--- config.mk ---
export PLATFORM = sky130hd
export DESIGN_NAME = calendar_ctrl
export DESIGN_NICKNAME = d
export VERILOG_FILES = /design/src/rtl/calendar_pkg.sv /design/src/rtl/btn_edge.sv /design/src/rtl/calendar_ctrl.sv
export SDC_FILE = /design/constraint.sdc
export NUM_CORES = 1
export LEC_CHECK = 0
export ABC_AREA = 1
export BUFFER_PORTS_ARGS = -buffer_cell sky130_fd_sc_hd__buf_2
export CAP_MARGIN = 20
export CORE_MARGIN = 2
export CORE_UTILIZATION = 55
export CTS_CLUSTER_SIZE = 24
export DETAILED_ROUTE_END_ITERATION = 7
export PLACE_DENSITY_LB_ADDON = 0.3
export SETUP_SLACK_MARGIN = 0.05
export SYNTH_ARGS = -nofsm -noshare
export SYNTH_HDL_FRONTEND = slang
export SYNTH_SLANG_ARGS = --single-unit
--- constraint.sdc ---
create_clock -name clk -period 2.9 [get_ports clk]
set_input_delay 0.145 -clock clk [delete_from_list [all_inputs] [get_ports clk]]
set_output_delay 0.145 -clock clk [all_outputs]
set_load 0.1 [all_outputs]
--- src/rtl/calendar_pkg.sv ---
// Shared state/field codes for the clock/calendar sequencer.
package calendar_pkg;

    localparam int unsigned FIELD_W    = 3;
    localparam int unsigned NUM_FIELDS = 6;

    // State code doubles as the selected-field code shown on o_set_field.
    typedef enum logic [FIELD_W-1:0] {
        RUN       = 3'd0,
        SET_SEC   = 3'd1,
        SET_MIN   = 3'd2,
        SET_HOUR  = 3'd3,
        SET_DAY   = 3'd4,
        SET_MONTH = 3'd5,
        SET_YEAR  = 3'd6
    } state_e;

    // Bit positions within the increment-pulse bundle.
    localparam int unsigned FIELD_SEC   = 0;
    localparam int unsigned FIELD_MIN   = 1;
    localparam int unsigned FIELD_HOUR  = 2;
    localparam int unsigned FIELD_DAY   = 3;
    localparam int unsigned FIELD_MONTH = 4;
    localparam int unsigned FIELD_YEAR  = 5;

endpackage

--- src/rtl/btn_edge.sv ---
// Button synchronizer followed by a rising-edge detector; one event per press.
module btn_edge #(
    parameter int unsigned SYNC_STAGES = 2
) (
    input  logic clk,
    input  logic rst_n,
    input  logic i_btn,
    output logic o_evt
);

    logic [SYNC_STAGES-1:0] sync_q;
    logic                   prev_q;

    always_ff @(posedge clk or negedge rst_n) begin
        if (!rst_n) begin
            sync_q <= '0;
            prev_q <= 1'b0;
        end else begin
            sync_q <= {sync_q[SYNC_STAGES-2:0], i_btn};
            prev_q <= sync_q[SYNC_STAGES-1];
        end
    end

    // Event is combinational so the top can register it without extra latency.
    assign o_evt = sync_q[SYNC_STAGES-1] & ~prev_q;

endmodule

--- src/rtl/calendar_ctrl.sv ---
// Calendar sequencer: 1 Hz tick prescaler, RUN/SET field-select FSM and
// registered increment / carry-enable / blink outputs.
module calendar_ctrl
    import calendar_pkg::*;
#(
    parameter int unsigned TICK_DIV    = 50_000_000,
    parameter int unsigned SYNC_STAGES = 2
) (
    input  logic         clk,
    input  logic         rst_n,
    input  logic         i_btn_mode,
    input  logic         i_btn_inc,
    output logic         o_inc_sec,
    output logic         o_inc_min,
    output logic         o_inc_hour,
    output logic         o_inc_day,
    output logic         o_inc_month,
    output logic         o_inc_year,
    output logic [2:0]   o_set_field,
    output logic         o_carry_en,
    output logic         o_blink
);

    localparam int unsigned      CNT_W    = (TICK_DIV > 2) ? $clog2(TICK_DIV) : 1;
    localparam logic [CNT_W-1:0] CNT_MAX  = CNT_W'(TICK_DIV - 1);
    localparam logic [CNT_W-1:0] CNT_HALF = CNT_W'(TICK_DIV / 2);

    state_e                  state_q, state_n;
    logic [CNT_W-1:0]        pre_q, pre_n;
    logic [NUM_FIELDS-1:0]   inc_q, inc_n;
    logic                    carry_q, carry_n;
    logic                    blink_q, blink_n;
    logic                    mode_evt, inc_evt;

    btn_edge #(.SYNC_STAGES(SYNC_STAGES)) u_mode (
        .clk   (clk),
        .rst_n (rst_n),
        .i_btn (i_btn_mode),
        .o_evt (mode_evt)
    );

    btn_edge #(.SYNC_STAGES(SYNC_STAGES)) u_inc (
        .clk   (clk),
        .rst_n (rst_n),
        .i_btn (i_btn_inc),
        .o_evt (inc_evt)
    );

    // State, prescaler and output registers.
    always_ff @(posedge clk or negedge rst_n) begin
        if (!rst_n) begin
            state_q <= RUN;
            pre_q   <= '0;
            inc_q   <= '0;
            carry_q <= 1'b1;
            blink_q <= 1'b0;
        end else begin
            state_q <= state_n;
            pre_q   <= pre_n;
            inc_q   <= inc_n;
            carry_q <= carry_n;
            blink_q <= blink_n;
        end
    end

    // Next state and next registered outputs; MODE has priority over INC.
    always_comb begin
        state_n = state_q;
        pre_n   = (pre_q == CNT_MAX) ? '0 : pre_q + CNT_W'(1);
        inc_n   = '0;

        if (mode_evt) begin
            case (state_q)
                RUN:       state_n = SET_SEC;
                SET_SEC:   state_n = SET_MIN;
                SET_MIN:   state_n = SET_HOUR;
                SET_HOUR:  state_n = SET_DAY;
                SET_DAY:   state_n = SET_MONTH;
                SET_MONTH: state_n = SET_YEAR;
                SET_YEAR: begin
                    state_n = RUN;
                    pre_n   = '0;
                end
                default:   state_n = RUN;
            endcase
        end else if (inc_evt) begin
            case (state_q)
                SET_SEC:   inc_n[FIELD_SEC]   = 1'b1;
                SET_MIN:   inc_n[FIELD_MIN]   = 1'b1;
                SET_HOUR:  inc_n[FIELD_HOUR]  = 1'b1;
                SET_DAY:   inc_n[FIELD_DAY]   = 1'b1;
                SET_MONTH: inc_n[FIELD_MONTH] = 1'b1;
                SET_YEAR:  inc_n[FIELD_YEAR]  = 1'b1;
                default:   inc_n = '0;
            endcase
        end

        // Tick only while staying in RUN, so no seconds pulse accompanies entry to SET.
        if ((state_q == RUN) && !mode_evt && (pre_q == CNT_MAX)) begin
            inc_n[FIELD_SEC] = 1'b1;
        end

        carry_n = (state_n == RUN);
        blink_n = (state_n != RUN) && (pre_n < CNT_HALF);
    end

    assign o_inc_sec   = inc_q[FIELD_SEC];
    assign o_inc_min   = inc_q[FIELD_MIN];
    assign o_inc_hour  = inc_q[FIELD_HOUR];
    assign o_inc_day   = inc_q[FIELD_DAY];
    assign o_inc_month = inc_q[FIELD_MONTH];
    assign o_inc_year  = inc_q[FIELD_YEAR];
    assign o_set_field = state_q;
    assign o_carry_en  = carry_q;
    assign o_blink     = blink_q;

endmodule

* Word level (Yosys, flattened, before mapping)
Index checks and enable logic that the tools add are counted.
W data, S select, Z words.
** Cells by class
- Add/subtract/negate cells :: 1
- Order comparisons :: 1
- Eq/ne operators :: 7
- Mux-type cells :: 14
- Bitwise logic cells :: 4
- Reduce and logical (&&, ||, !) cells :: 7
** Operator list (number)
- $mux W26 :: 3
- $add A26 B1 Y26 const B :: 1
- $eq A26 B26 Y1 const B :: 1
- $lt A26 B25 Y1 const B :: 1
- $pmux W3 S6 :: 1
- $mux W6 :: 2
- $eq A3 B3 Y1 const B :: 3
- $mux W1 :: 7
- $eq A3 B2 Y1 const B :: 2
- $logic_not A3 Y1 :: 2
- $eq A3 B1 Y1 const B :: 1
- $logic_and A1 B1 Y1 :: 3
- $mux W3 :: 1
- $reduce_bool A3 Y1 :: 1
- $and A1 B1 Y1 :: 2
- $not A1 Y1 :: 2
- $logic_not A1 Y1 :: 1
** Storage, ports and cells
- Flip-flop bits (word level) :: 43
- Input port bits :: 4
- Output and inout bits :: 11

* Logic depth before layout (Yosys ltp)
Gate-level depths: netlist of run 1.
- Depth after elaboration :: 6
- Depth in mapped cells :: 14

* Modules after synthesis
From an unflattened synthesis of run 1, not the netlist that was laid out.
** Unflattened totals
- Cell total of the unflattened synthesis :: 322
- Area total of the unflattened synthesis :: 2489.9 µm²
** By module, submodules not included
- calendar_ctrl :: times used 1, cells an instance 312, area an instance 2319.7 µm², seq. area each 927.1 µm²
- btn_edge :: times used 2, cells an instance 5, area an instance 85.1 µm², seq. area each 75.1 µm²

* Worst setup path after synthesis of run 1
OpenSTA, ideal clock, no wires.
- Kind :: flip-flop to flip-flop
- Start point :: register state_q[2] (netlist: o_set_field[2])
- End point :: register blink_q (netlist: o_blink)
- Arrival :: 2064 ps
- Required time :: 2783 ps
- Path slack :: 719 ps
- Cell stages (with the launch flop) :: 10
- Cells stage by stage :: dfrtp_1 -> inv_1 -> o211ai_1 -> o21a_1 -> nand2_1 -> or2_2 -> nand2_1 -> nor2_1 -> nand3_1 -> nand2_1
** On the way
- Cells in the longest elaborated chain, start to end :: 5
- Elaborated cells on any way between the ends :: 14
- Classes of those cells :: 1 x order compare; 6 x eq/ne; 4 x mux; 3 x reduce/logical
** RTL lines
- from (decl) :: RTL line calendar_ctrl.sv:28 : state_e state_q, state_n;
- from (signal assigned) :: RTL line calendar_ctrl.sv:58 : state_q <= state_n;
- $eq A3 B3 Y1, or another cell as far along :: RTL line calendar_ctrl.sv:73 : case (state_q)
- $mux W26 / $pmux W3 S6 (equally long branches) :: RTL line calendar_ctrl.sv:73
- $mux W26 / $mux W3 (equally long branches) :: RTL line calendar_ctrl.sv:72 : if (mode_evt) begin
- $lt A26 B25 Y1 / $reduce_bool A3 Y1 (equally long branches) :: RTL line calendar_ctrl.sv:104 : blink_n = (state_n != RUN) && (pre_n < CNT_HALF);
- $logic_and A1 B1 Y1 (*) :: RTL line calendar_ctrl.sv:104
- net blink_n :: RTL line calendar_ctrl.sv:32 : logic blink_q, blink_n;
- to (signal assigned) :: RTL line calendar_ctrl.sv:62 : blink_q <= blink_n;
- to (decl) :: RTL line calendar_ctrl.sv:32
The timed path passes the listed nets; every way through them passes the cells marked *.

* Final worst setup path of run 1
- Start point :: register pre_q[0]
- End point :: register blink_q (netlist: o_blink)
** On the way
- Cells in the longest elaborated chain, start to end :: 6
- Elaborated cells on any way between the ends :: 7
- Classes of those cells :: 1 x add/sub; 1 x order compare; 1 x eq/ne; 3 x mux; 1 x reduce/logical
** RTL lines
- from (decl) :: RTL line calendar_ctrl.sv:29 : logic [CNT_W-1:0] pre_q, pre_n;
- from (signal assigned) :: RTL line calendar_ctrl.sv:59 : pre_q <= pre_n;
- $add A26 B1 Y26 / $eq A26 B26 Y1 (equally long branches) :: RTL line calendar_ctrl.sv:69 : pre_n = (pre_q == CNT_MAX) ? '0 : pre_q + CNT_W'(1);
- $mux W26 (*) :: RTL line calendar_ctrl.sv:69
- $mux W26 :: RTL line calendar_ctrl.sv:73
- $mux W26 (*) :: RTL line calendar_ctrl.sv:72
- $lt A26 B25 Y1 (*) :: RTL line calendar_ctrl.sv:104
- $logic_and A1 B1 Y1 (*) :: RTL line calendar_ctrl.sv:104
- net blink_n :: RTL line calendar_ctrl.sv:32
Marks and branches as above.

==> results of run 1 <==
-- per-stage QoR --
step / instances / hold slack (ns) / total power [mW] / cell area (µm²) / utilization (%)
3_3_place_gp: 380 / 0.254 / 1.49 / 2540 / 59.2
2_1_floorplan: 316 / -0.151 / 1.37 / 2430 / -
5_1_grt: 392 / 0.189 / 2.04 / 2690 / 62.6
6_report: 392 / 0.183 / 1.92 / 2690 / 62.6
3_5_place_dp: 380 / 0.255 / 1.51 / 2540 / 59.2
4_1_cts: 390 / 0.0142 / 1.93 / 2660 / 61.9
-- cell type report --
class	count	area [µm²]	share of cell area [%]
clock inverter	2	16.3	0.605
inverter	49	184	6.84
tap	52	65.1	2.42
sequential	43	1080	40.0
timing repair buffer	18	120	4.47
multi-input combinational	222	1140	42.6
clock buffer	6	82.6	3.07
-- routing by layer --
| metal | global-route usage [%] | vias up | share of wire, % |
|---|---|---|---|
| met5 | 0 | - | 0 |
| met4 | 12.4 | 0 | 2.8 |
| met2 | 36.4 | 52 | 46 |
| met1 | 31.4 | 893 | 46 |
| li1 | - | 1037 | - |
| met3 | 4.04 | 15 | 4.8 |
-- state kept, by name (all words and copies together) (netlist names) --
register       flops
o_carry_en         1
o_blink            1
u_mode.sync_q      2
pre_q             26
o_set_field        3
u_inc.sync_q       2
u_inc.prev_q       1
u_mode.prev_q      1
inc_q              6
-- power groups by stage --
stage                     registers, mW  clock network, mW  logic [mW]
after floorplan                    1.05                  0       0.320
after global placement            0.812                  0       0.678
after detailed placement          0.817                  0       0.690
after CTS                         0.807              0.427       0.693
after global routing              0.827              0.452       0.759
final                             0.806              0.418       0.691
-- cell families after synthesis --
| logic type | count (synthesis) |
|---|---|
| XOR/XNOR | 5 |
| adder cells (fa/ha/maj) | 1 |
| AO/OA/AOI/OAI | 22 |
| flip-flops | 43 |
| buffers and inverters | 51 |
| AND/OR/NAND/NOR | 194 |
-- cells in the mapped netlist, drive strengths merged --
library cell / number / area (µm²)
o21a: 1 / 7.51
nand3b: 2 / 15.0
inv: 49 / 184
nand4: 9 / 56.3
o211ai: 2 / 15.0
nand3: 27 / 155
o21ai: 9 / 48.8
o21bai: 1 / 7.51
nand2: 85 / 364
a21oi: 8 / 47.6
nor2: 66 / 333
ha: 1 / 12.5
buf: 2 / 26.3
xnor2: 1 / 8.76
or2: 1 / 6.26
o22ai: 1 / 6.26
xor2: 4 / 35.0
nor3: 3 / 20.0
dfrtp: 42 / 1050
nor4: 1 / 6.26
dfstp: 1 / 26.3
-- worst min path at each step --
stage,end,start,slack [ns]
after floorplan,inc_q[0]$_DFF_PN0_,rst_n,-0.15
after global placement,u_mode.sync_q[0]$_DFF_PN0_,i_btn_mode,0.25
after detailed placement,u_mode.sync_q[0]$_DFF_PN0_,i_btn_mode,0.25
after CTS,inc_q[2]$_DFF_PN0_,rst_n,0.01
after global routing,pre_q[2]$_DFF_PN0_,rst_n,0.19
final,pre_q[2]$_DFF_PN0_,rst_n,0.18
-- worst reg2reg max path, delay by kind of cell (launching register included) --
kind            cells  cell delay (ns)
simple gates        8             0.90
fa+ha+maj           1             0.26
flops               1             0.43
buf+inv             1             0.04
compound gates      1             0.46
-- timing repair --
item / CTS / global route
setup buffers: 0 / 0
hold buffers: 2 / 1
endpoints found under the hold margin: 2 / 42
==> impl_metrics.tcl, run 1 <==
set metrics [dict create \
    outcome "complete, no violations" \
    cp_num_buf_inv 1 \
    rsz0062_at_grt "no" \
    max_freq_mhz 459 \
    cpLargestDelayFamily "simple AND/OR/NAND/NOR gates" \
    dpl_worst_slack_ns 0.712 \
    grt_pass1_vias 1975 \
    rrSetupSlack_ns 0.72 \
    final_common_cell "nand2_1" \
    drv_cap 0 \
    grt_start_max_net_pins 44 \
    cts_root_buf "clkbuf_8" \
    cp.depth 11 \
    ff2ff_path_depth 11 \
    critPathKind "reg2reg" \
    min_period_over_period_pct 75.2 \
    cp_cell_sequence "ha_1, nand2_2, inv_2, nand2_1, nor2_4, a21oi_2, nand3_1, nor2_4, nand3_1, nand3_1, nand2_1" \
    io_buffers 14 \
    synth.area.mux_share_pct 0 \
    cts_tree "built" \
    cts_resized 0 \
    final_nets 344 \
    netSwitchingPower_uw 858 \
    final.setup.worst_slack_ns 0.719 \
    via_per_inst 5.09 \
    hpwl_um 4000 \
    synth_top_family_by_area "simple AND/OR/NAND/NOR gates" \
    cp.arrival_ns 2.39 \
    fp-row-count 24 \
    clkPwrFrac_pct 21.8 \
    most-common-layout-cells "73 x nand2_1, 50 x nor2_1, 46 x inv_1, 42 x dfrtp_1, 23 x nand3_1" \
    ant_nets 0 \
    clock-sinks 43 \
    path_clk_slew_ns 0.09 \
    area_delta_synth_final_pct 10.6 \
    ys_warn_count 0 \
    min_period_ns 2.18 \
    slew_headroom_pct 62.0 \
    avgRoutedWirePerCell_um 13.2 \
    worst_hold_path_type "in2async" \
    cp-endpoint "o_blink$_DFF_PN0_" \
    die-width_um 70.5 \
    drt_iter0_markers 153 \
    seqPwrFrac_pct 42.1 \
    endpoint_kind "flip-flop" \
    synth_xor_area_share_pct 1.80 \
    fill_cells 393 \
    antenna_found_initial 0 \
    hold_viol 0 \
    skew_ns 0.00687 \
    grt-ovfl-total 0 \
    startpoint "pre_q[0]$_DFF_PN0_" \
    initial_utilization_pct 56.6 \
    intPower_mw 1.06 \
    fp.dieH_um 70.5 \
    p_leak_nw 1.30 \
    cts_buffers 5 \
    r2r-start "pre_q[0]$_DFF_PN0_" \
    synth-compound-area-share_pct 5.45 \
    grtUsageTotal_pct 23.4 \
    yosys.area_share.adder_pct 0.514 \
    design.core.area_um2 4290 \
    ir_drop_mv 0.752 \
    combPwrFrac_pct 36.1 \
    setup_viol 0 \
    drc 0 \
    synth_simple_gate_area_share_pct 39.3 \
    cts_htree_levels 2 \
    max_stage_delay_ns 0.46 \
    wirelength_um 5180 \
    firstDrtPassIters 4 \
    dieArea_um2 4970 \
    maxSlewViolCount 0 \
    synth_seq_cells 43 \
    vias 1997 \
    tns_ns 0 \
    slowest_stage "a21oi_2" \
    clk_latency_ns 0.31 \
    globalplace.congestion 0.903 \
    cp-start-kind "flip-flop" \
    drive_gt1_share_pct 18.8 \
    synth_area_per_cell_um2 7.70 \
    cp_max_fo 13 \
    worst_slew_pin_slew_ns 0.570 \
    crit_required_ns 3.11 \
    n_antenna_cell 0 \
    yosysSeqAreaShare_pct 44.3 \
    syn_inst 316 \
    syn_area_um2 2430 \
    syn_nets 321 \
    cp_common_cell "nand3_1" \
    r2r-end "o_blink$_DFF_PN0_" \
    grt_first_pass_wirelength_um 9060 \
    powerDensity_nw_per_um2 712 \
    io_pins 15 \
    swShare_pct 44.8 \
    clockBufferDepth 2 \
    synth_cell_types 31 \
]
No activity file was read; power rests on OpenSTA's default activity.
==> run 2, diff against run 1 <==
--- a/config.mk
+++ b/config.mk
@@ -9,7 +9,7 @@
 export BUFFER_PORTS_ARGS = -buffer_cell sky130_fd_sc_hd__buf_2
 export CAP_MARGIN = 20
 export CORE_MARGIN = 2
-export CORE_UTILIZATION = 55
+export CORE_UTILIZATION = 54
 export CTS_CLUSTER_SIZE = 24
 export DETAILED_ROUTE_END_ITERATION = 7
 export PLACE_DENSITY_LB_ADDON = 0.3
==> constraint.sdc (replaced) <==
create_clock -name clk -period 1.85 [get_ports clk]
set_input_delay 0.0925 -clock clk [delete_from_list [all_inputs] [get_ports clk]]
set_output_delay 0.0925 -clock clk [all_outputs]
set_load 0.1 [all_outputs]
==> run 2 against run 1 <==
Compared with the run above: core utilization increased by 6.2 points; non-clock buffer count increased by 19; design area increased by 11%; sequential share of layout area decreased by 3.6 points; sequential power increased by 60%.
==> impl_metrics.tcl, run 2 (same netlist as run 1, synthesis figures left out) <==
set metrics [dict create \
    io_buffers 14 \
    io_pins 15 \
    worst_slew_pin_slew_ns 0.634 \
    drv_cap 0 \
    ir_drop_mv 1.03 \
    grt_start_max_net_pins 31 \
    post_dp_cell_area_um2 2640 \
    dpl.cell_count 392 \
    outcome "complete, no violations" \
    most-common-layout-cells "68 x nand2_1, 44 x inv_1, 41 x nor2_1, 35 x dfrtp_1, 20 x nand3_1" \
    initial_utilization_pct 55.9 \
    wirelength_um 5740 \
    grt_busiest_layer "met2" \
    avgRoutedWirePerCell_um 14.0 \
    cts_tree "built" \
    dpl_worst_slack_ns -0.0486 \
    cts_root_buf "clkbuf_8" \
    layout.cells.non_filler 411 \
    area_delta_synth_final_pct 23.3 \
    final.setup.worst_slack_ns 0.00221 \
    grt_pass1_vias 2109 \
    clockBufferDepth 2 \
    ant_nets 0 \
    vias 2153 \
    min_period_over_period_pct 99.9 \
    slew_headroom_pct 57.8 \
    n_antenna_cell 0 \
    design.core.area_um2 4350 \
    antenna_found_initial 0 \
    cp-start-kind "flip-flop" \
    use_met1_pct 31.3 \
    globalplace.congestion 0.925 \
    endpoint_kind "flip-flop" \
    die-width_um 71.1 \
    clock-sinks 43 \
    largest_register_ffs 26 \
    fp-row-count 24 \
    firstDrtPassIters 4 \
    final_nets 363 \
    max_freq_mhz 541 \
    via_per_inst 5.24 \
    rsz0062_at_grt "yes" \
    final_common_cell "nand2_1" \
    clk_latency_ns 0.30 \
    fp.dieH_um 71.1 \
    drt_iter0_markers 103 \
    cts_buffers 5 \
    cp_max_fo 5 \
    worst_hold_path_type "in2async" \
    crit_required_ns 2.03 \
    drc 0 \
    hold_viol 0 \
    cts_htree_levels 2 \
    grt_first_pass_wirelength_um 9400 \
    critPathKind "reg2reg" \
    regMostFlops "pre_q" \
    p_leak_nw 1.43 \
    powerDensity_nw_per_um2 1090 \
    maxSlewViolCount 0 \
    grtUsageTotal_pct 23.9 \
    hpwl_um 4200 \
    met2_usage_pct 39.7 \
    post-route-cell-area_um2 3000 \
    cp.arrival_ns 2.03 \
    grt-ovfl-total 0 \
    path_clk_slew_ns 0.09 \
    drive_gt1_share_pct 31.8 \
    tns_ns 0 \
    dieArea_um2 5060 \
    min_period_ns 1.85 \
    setup_viol 0 \
    skew_ns 0.00984 \
    globalRouteMet3Util_pct 4.99 \
]
run 2: changes by cell type in the layout (fill, tap and decap cells not counted), sizes merged:
cell      delta
buf         +19
clkinvlp     +1
clkbuf       -1
run 2: layout make-up:
class	count	area, µm²
fillers	335	1360
multi-input cells	222	1300
flip-flops and latches	43	1090
repair buffers	37	267
inverters	49	186
clock buffers	5	68.8
well taps	52	65.1
clock inverters	3	20.0
run 2: critical path, cell delays in order, from the launching register on:
cell and delay, ns:
dfrtp_1 0.43, ha_4 0.18, nand2_4 0.07, nor2_4 0.14
buf_12 0.12, nand2_4 0.07, nor2_4 0.10, nand3_2 0.09
xor2_2 0.16, nand3_1 0.09, nor2_1 0.13, nand2_1 0.07
nand2_1 0.05, nand2_1 0.05
run 2: final timing paths:
| path | cells past startpoint | start | slack, ns | end |
|---|---|---|---|---|
| max | 13 | pre_q[0]$_DFF_PN0_ | 0.002 | o_blink$_DFF_PN0_ |
| min | 2 | rst_n | 0.34 | pre_q[5]$_DFF_PN0_ |
| max reg2reg | 13 | pre_q[0]$_DFF_PN0_ | 0.002 | o_blink$_DFF_PN0_ |
| min reg2reg | 0 | u_mode.sync_q[0]$_DFF_PN0_ | 0.36 | u_mode.sync_q[1]$_DFF_PN0_ |
| max in group asynchronous | 3 | rst_n | 0.92 | pre_q[15]$_DFF_PN0_ |
| min in group clk | 0 | u_mode.sync_q[0]$_DFF_PN0_ | 0.36 | u_mode.sync_q[1]$_DFF_PN0_ |
run 2: report_power, final:
part | internal [mW] | total, mW | switching [mW]
registers | 1.12 | 1.29 | 0.173
clock network | 0.263 | 0.596 | 0.333
logic | 0.429 | 1.39 | 0.964
run 2: through the flow:
| step | hold slack, ns | total power [mW] | utilization [%] |
|---|---|---|---|
| 2_1_floorplan | -0.203 | 2.17 | - |
| 4_1_cts | 0.358 | 3.17 | 65.6 |
| 5_1_grt | 0.370 | 3.44 | 68.9 |
| 6_report | 0.341 | 3.28 | 68.9 |
| 3_3_place_gp | 0.150 | 2.45 | 60.7 |
| 3_5_place_dp | 0.151 | 2.46 | 60.7 |
run 2: per-layer routing:
layer  up-vias  wire length (µm)
li1       1072                 -
met1      1009              2500
met2        64              2840
met3         8               320
met4         0                78
met5         -                 0
run 2: repair_timing:
item                                    CTS  global route
pin swaps                                 6            23
hold endpoints to repair                 29             0
hold buffers                              3             0
buffers inserted                          4             4
gates resized for setup                  14            31
endpoints found under the setup margin    1             2
